<file path="src/rtl/uart_rx.sv">
`default_nettype none
// ============================================================================
// Module   : uart_rx
// Purpose  : 8N1 UART receiver. Synchronizes the raw serial line, checks the
//            start bit at its mid-point, samples each data bit at its nominal
//            centre (LSB first) and checks the stop bit. Good bytes are
//            presented with a one-cycle valid strobe; a low stop bit gives a
//            one-cycle frame_err strobe and the receiver then waits for the
//            line to return high, so a held break yields a single error.
// Ports    : clk        system clock, rising edge
//            rst        asynchronous, active-low reset
//            rx         serial line, idle high, asynchronous to clk
//            data[7:0]  last correctly framed byte, held until the next one
//            valid      one-cycle pulse, data is new in the same cycle
//            frame_err  one-cycle pulse, stop bit was sampled low
//            busy       high whenever a frame is being received
// Revision : 1.0 - initial release
// ============================================================================
module uart_rx #(
  parameter int FREQ = 27000000,
  parameter int BAUD = 115200
) (
  input  logic       clk,
  input  logic       rst,
  input  logic       rx,
  output logic [7:0] data,
  output logic       valid,
  output logic       frame_err,
  output logic       busy
);

  localparam int          CLKS      = FREQ / BAUD;
  localparam int          HALF      = CLKS / 2;
  localparam logic [15:0] CLKS_LAST = 16'(CLKS - 1);
  localparam logic [15:0] HALF_LAST = 16'(HALF - 1);

  typedef enum logic [2:0] {
    S_IDLE  = 3'd0,
    S_START = 3'd1,
    S_DATA  = 3'd2,
    S_STOP  = 3'd3,
    S_BRK   = 3'd4
  } state_t;

  state_t      state;
  logic        rx_m;
  logic        rx_s;
  logic [15:0] cnt;
  logic [2:0]  bit_idx;
  logic [7:0]  shreg;

  // busy is a pure decode of the state register, so it changes only on
  // clock edges and carries no combinational path from rx.
  assign busy = (state != S_IDLE);

  always_ff @(posedge clk or negedge rst) begin
    if (!rst) begin
      rx_m      <= 1'b1;
      rx_s      <= 1'b1;
      state     <= S_IDLE;
      cnt       <= 16'd0;
      bit_idx   <= 3'd0;
      shreg     <= 8'h00;
      data      <= 8'h00;
      valid     <= 1'b0;
      frame_err <= 1'b0;
    end else begin
      // Two-flop synchronizer; only rx_s feeds any decision.
      rx_m      <= rx;
      rx_s      <= rx_m;
      valid     <= 1'b0;
      frame_err <= 1'b0;

      case (state)
        S_IDLE: begin
          cnt <= 16'd0;
          if (!rx_s) begin
            state <= S_START;
          end
        end

        S_START: begin
          // Re-check the line half a bit in; a high level means the falling
          // edge was a glitch and is dropped silently.
          if (cnt == HALF_LAST) begin
            cnt     <= 16'd0;
            bit_idx <= 3'd0;
            state   <= rx_s ? S_IDLE : S_DATA;
          end else begin
            cnt <= cnt + 16'd1;
          end
        end

        S_DATA: begin
          if (cnt == CLKS_LAST) begin
            cnt   <= 16'd0;
            shreg <= {rx_s, shreg[7:1]};
            if (bit_idx == 3'd7) begin
              state <= S_STOP;
            end else begin
              bit_idx <= bit_idx + 3'd1;
            end
          end else begin
            cnt <= cnt + 16'd1;
          end
        end

        S_STOP: begin
          if (cnt == CLKS_LAST) begin
            cnt <= 16'd0;
            if (rx_s) begin
              data  <= shreg;
              valid <= 1'b1;
              state <= S_IDLE;
            end else begin
              frame_err <= 1'b1;
              state     <= S_BRK;
            end
          end else begin
            cnt <= cnt + 16'd1;
          end
        end

        S_BRK: begin
          // Hold off until the line is released so a break reports once.
          cnt <= 16'd0;
          if (rx_s) begin
            state <= S_IDLE;
          end
        end

        default: begin
          cnt   <= 16'd0;
          state <= S_IDLE;
        end
      endcase
    end
  end

endmodule
`default_nettype wire
</file>
<file path="config.mk">
export PLATFORM = sky130hd
export DESIGN_NAME = uart_rx
export DESIGN_NICKNAME = d
export VERILOG_FILES = /design/src/rtl/uart_rx.sv
export SDC_FILE = /design/constraint.sdc
export NUM_CORES = 1
export LEC_CHECK = 0
export CORE_MARGIN = 5
export CORE_UTILIZATION = 60
export CTS_CLUSTER_DIAMETER = 100
export DETAILED_ROUTE_END_ITERATION = 10
export MAX_ROUTING_LAYER = met4
export PLACE_DENSITY = 0.89
export SETUP_SLACK_MARGIN = 0.5
export SYNTH_ARGS = -nofsm -noshare
export SYNTH_HDL_FRONTEND = slang
export SYNTH_SLANG_ARGS = --single-unit
</file>
<file path="constraint.sdc">
create_clock -name clk -period 5.07 [get_ports clk]
set_input_delay 1.521 -clock clk [delete_from_list [all_inputs] [get_ports clk]]
set_output_delay 1.521 -clock clk [all_outputs]
set_load 0.03 [all_outputs]
</file>
==> results.txt <==
----------------------------------------------------
[Power and ir drop]
  Internal Pwr Total ... roughly 0.44 mW
  Sequential cell fraction of total power ... ~61%
  Power density over cell area ... between 200 and 300 nW/um^2
  Logic pwr share ... approximately 1.3%
  Clock power share ... 37.7%
  Switching power ... ~0.11 mW
  Reported leakage power ... about 1 nW
  Sw Ratio ... 20.48%
  Maximum resistive drop on vdd ... between 0.2 and 0.25 mV

[Detailed routing]
  WL per Instance ... 15.16 um
  DRC ... 0
  DRT antenna net count ... 0
  Final Routed Wirelength ... 3532 um
  Routed vias ... 1322
  Iter 0 DRT Violations ... 76
  Vias per Instance ... between 5 and 6
  First-pass iteration count of the detailed router ... 4

[Floorplan]
  Die ar. ... around 4500 um^2
  Starting density of the core ... about 64%
  Number of top-level pins ... 14
  Y dimension of the die ... a little under 70 um
  Number of placement rows ... 20
  Width of the die ... roughly 67 um
  Floorplan core area ... approximately 3100 um^2

[Worst setup path]
  Setup Crit Path Kind ... reg -> out
  Setup crit start kind ... flip-flop
  CP Buf/Inv Count ... 1
  Required time worst endpoint ... 3.55 ns
  FF-to-FF Start ... cnt[1]$_DFF_PN0_
  Max incr delay on CP ... approximately 0.6 ns
  Type of destination of the critical path ... output pin
  RR Endpoint ... shreg[1]$_DFFE_PN0P_
  Largest fanout of any net on the critical path ... 11
  Sequence of cells on the critical path ... or3_1 > clkdlybuf4s50_1
  Worst reg-to-reg path cell count ... 6
  Crit-path slowest cell ... clkdlybuf4s50_1
  Family with the most delay on the worst path ... buffers and inverters
  Critical path data arrival time ... about 1.8 ns
  Setup slack of the most critical reg-to-reg path ... 2.63 ns

[STA]
  F_max ... about 0.3 GHz
  Endpoints failing setup ... 0
  Final setup skew ... 0.01250 ns
  Crit path setup slack, layout ... roughly 1.7 ns
  Number of pins with negative max-slew slack in the final report ... 0
  Normalized max-slew margin ... approximately two fifths
  Final critical delay including setup and external delays ... between 3 and 4 ns
  Unrepaired setup endpoints after global routing ... false
  Slew of the pin with the lowest slew margin ... ~0.88 ns
  Setup TNS ... 0 ns
  Final hold viol count ... 0
  Tcrit/Tclk final ... around two thirds

[CTS]
  Count of cells resized by post-cts repair ... 0
  Hold Buf Count CTS ... 0
  Clk pin slew, worst setup/hold paths ... about 0.13 ns
  CTS Sinks ... between 40 and 50
  Clock Tree Root ... clkbuf_4
  Number of H-tree branching levels ... 2
  Buffers inserted by post-CTS timing repair ... 0
  Total clock buffers created by CTS ... 5
  Insertion delay to the later sink of the worst-skew pair ... ~0.35 ns
  Maximum clock insertion buffer count ... 2
  TritonCTS clock tree ... done

[Status]
  Status ... finished clean

[Min path]
  Class of the worst hold path ... reg -> reg
  Worst hold path cell count ... 0
  Hold EP ... rx_s$_DFF_PN1_
  Worst min-delay path startpoint ... rx_m$_DFF_PN1_

[Placed design]
  HPWL reported at the end of detailed placement ... ~2600 um
  Post-place setup slack ... approximately 2.1 ns
  Count of port buffers added during placement ... 13
  Final weighted congestion in routability-driven placement ... between 0.8 and 0.9
  Total cell area at the placement stage ... ~2100 um^2

[Global routing]
  Number of global-route vias before repair ... about 1400
  Combined global-route utilization of all metal layers ... between 10% and 20%
  Antenna violations before repair ... 0
  First-pass GRT wire length ... about 6100 um
  Pin count of the biggest net entering global routing ... between 40 and 50
  Sum of overflow across all layers after global routing ... 0

[Layout]
  Count of filler cells inserted in the layout ... about 230
  Layout area overhead ... 11.47%
  Final std cell area, no fill ... 2201 um^2
  Most frequent cells in the layout ... 40 x dfrtp_1, 21 x nor2_1, 16 x mux2_2, 12 x clkdlybuf4s50_1
  N_diodes ... 0
  Area of combinational cells with multiple inputs ... roughly 860 um^2
  Sequential Area ... 1054 um^2
  Layout Nets ... 196
  Commonest non-fill, non-tap cell in the layout ... dfrtp_1
  Fraction of layout cells with a size suffix above 1 ... 16.93%

[Job]
  Number of maximum-capacitance constraint violations ... 0

[Logic synthesis]
  Cell area after technology mapping ... a little under 2000 um^2
  Synth area leaders ... dfrtp_1 51%, mux2_2 9.1%, nor2_1 4.0%, ha_1 3.2%, xnor2_1 3.1%
  Synth area leader ... dfrtp_1
  Syn. warnings ... 0
  Sequential share of the synthesized area ... about 53%
  Synth unique cells ... 39
  Average cell area after synthesis ... between 10 and 15 um^2
  Post-Synthesis Cells ... around 170
  Fraction of synthesized cell area taken by the top area cell type ... roughly 50%
  Post-synthesis net count ... around 180
  Total of flip-flops plus latches after synthesis ... 42

----------------------------------------------------
[layout make-up]
class / instances / area share, %
flip-flops and latches: 42 / 47.87
multi-input cells: 118 / 39.06
clock inverters: 3 / 1.819
well taps: 44 / 2.501
repair buffers: 13 / 5.685
inverters: 8 / 1.364
clock buffers: 5 / 1.706
[cells by family (layout without fill, tap and decap cells)]
family	Yosys count	count (layout)	synth area share, %
AO/OA/AOI/OAI	16	16	5.831
XOR/XNOR	12	12	5.323
adder cells (fa/ha/maj)	5	5	3.169
buffers and inverters	13	29	3.105
flip-flops	42	42	53.36
multiplexers	17	17	9.632
AND/OR/NAND/NOR	68	68	19.58
[worst reg2reg max path: stages (launching register included)]
cell      delay, ns
dfrtp_1        0.42
inv_1          0.09
ha_1           0.13
nor4bb_1       0.27
and4_1         0.58
and2_1         0.45
mux2_2         0.39
[stage by stage]
| step | std cells | power, mW | util [%] | hold slack [ns] |
|---|---|---|---|---|
| floorplan | 173 | 0.3436 | - | 0.3452 |
| global placement | 225 | 0.3510 | 68.43 | 0.3460 |
| detailed placement | 225 | 0.3514 | 68.43 | 0.3487 |
| CTS | 233 | 0.5567 | 70.93 | 0.3588 |
| global route | 233 | 0.5735 | 70.93 | 0.3568 |
| finish | 233 | 0.5527 | 70.93 | 0.3526 |
[state kept, by name, indices dropped and copies added, names as in the netlist]
| register | count |
|---|---|
| rx_m | 1 |
| frame_err | 1 |
| rx_s | 1 |
| data | 8 |
| cnt | 16 |
| shreg | 8 |
| bit_idx | 3 |
| state | 3 |
| valid | 1 |
[cells in the mapped netlist]
cell	instances
and3b_1	1
ha_1	5
buf_6	1
dfstp_2	2
mux2_2	16
a31oi_1	1
o31ai_1	1
nand4_1	8
mux2i_1	1
nand2_1	8
or4_1	1
and2_1	1
nor4_1	1
xnor2_1	7
nand4_4	1
o21ai_0	2
nor4_2	2
nor2b_1	3
inv_1	8
o21a_1	1
or3_1	2
a211oi_1	1
dfrtp_1	40
nor3_1	2
and4_1	2
a21oi_1	4
o221ai_1	3
nand2b_1	2
o211ai_1	1
or3b_2	1
a2bb2oi_2	1
and3_1	2
a21boi_0	1
buf_2	4
and4b_1	1
nor4bb_1	1
nor2_1	21
xor2_1	5
nand3_1	8
[power groups by stage]
stage	Sequential, mW	Clock (mW)	Combinational, mW
after detailed placement	0.344	0	0.00764
after floorplan	0.344	0	0.0000332
final	0.337	0.208	0.00710
after global placement	0.344	0	0.00730
after CTS	0.337	0.212	0.00761
after global routing	0.338	0.227	0.00860
[metal layers]
layer	GRT usage, %	routed length (um)	up-vias
met5	-	0	-
met4	6.076	68	0
li1	-	-	640
met1	22.03	1540	655
met2	31.90	1809	19
met3	5.158	114	8
[worst max-delay path by stage]
stage / to / cells past startpoint / start
finish: busy / 2 / state[0]$_DFFE_PN0P_
detailed placement: busy / 2 / state[0]$_DFFE_PN0P_
global placement: busy / 2 / state[0]$_DFFE_PN0P_
global route: busy / 2 / state[0]$_DFFE_PN0P_
CTS: busy / 2 / state[0]$_DFFE_PN0P_
floorplan: busy / 2 / state[0]$_DFFE_PN0P_
(Power assumes the default switching activity.)
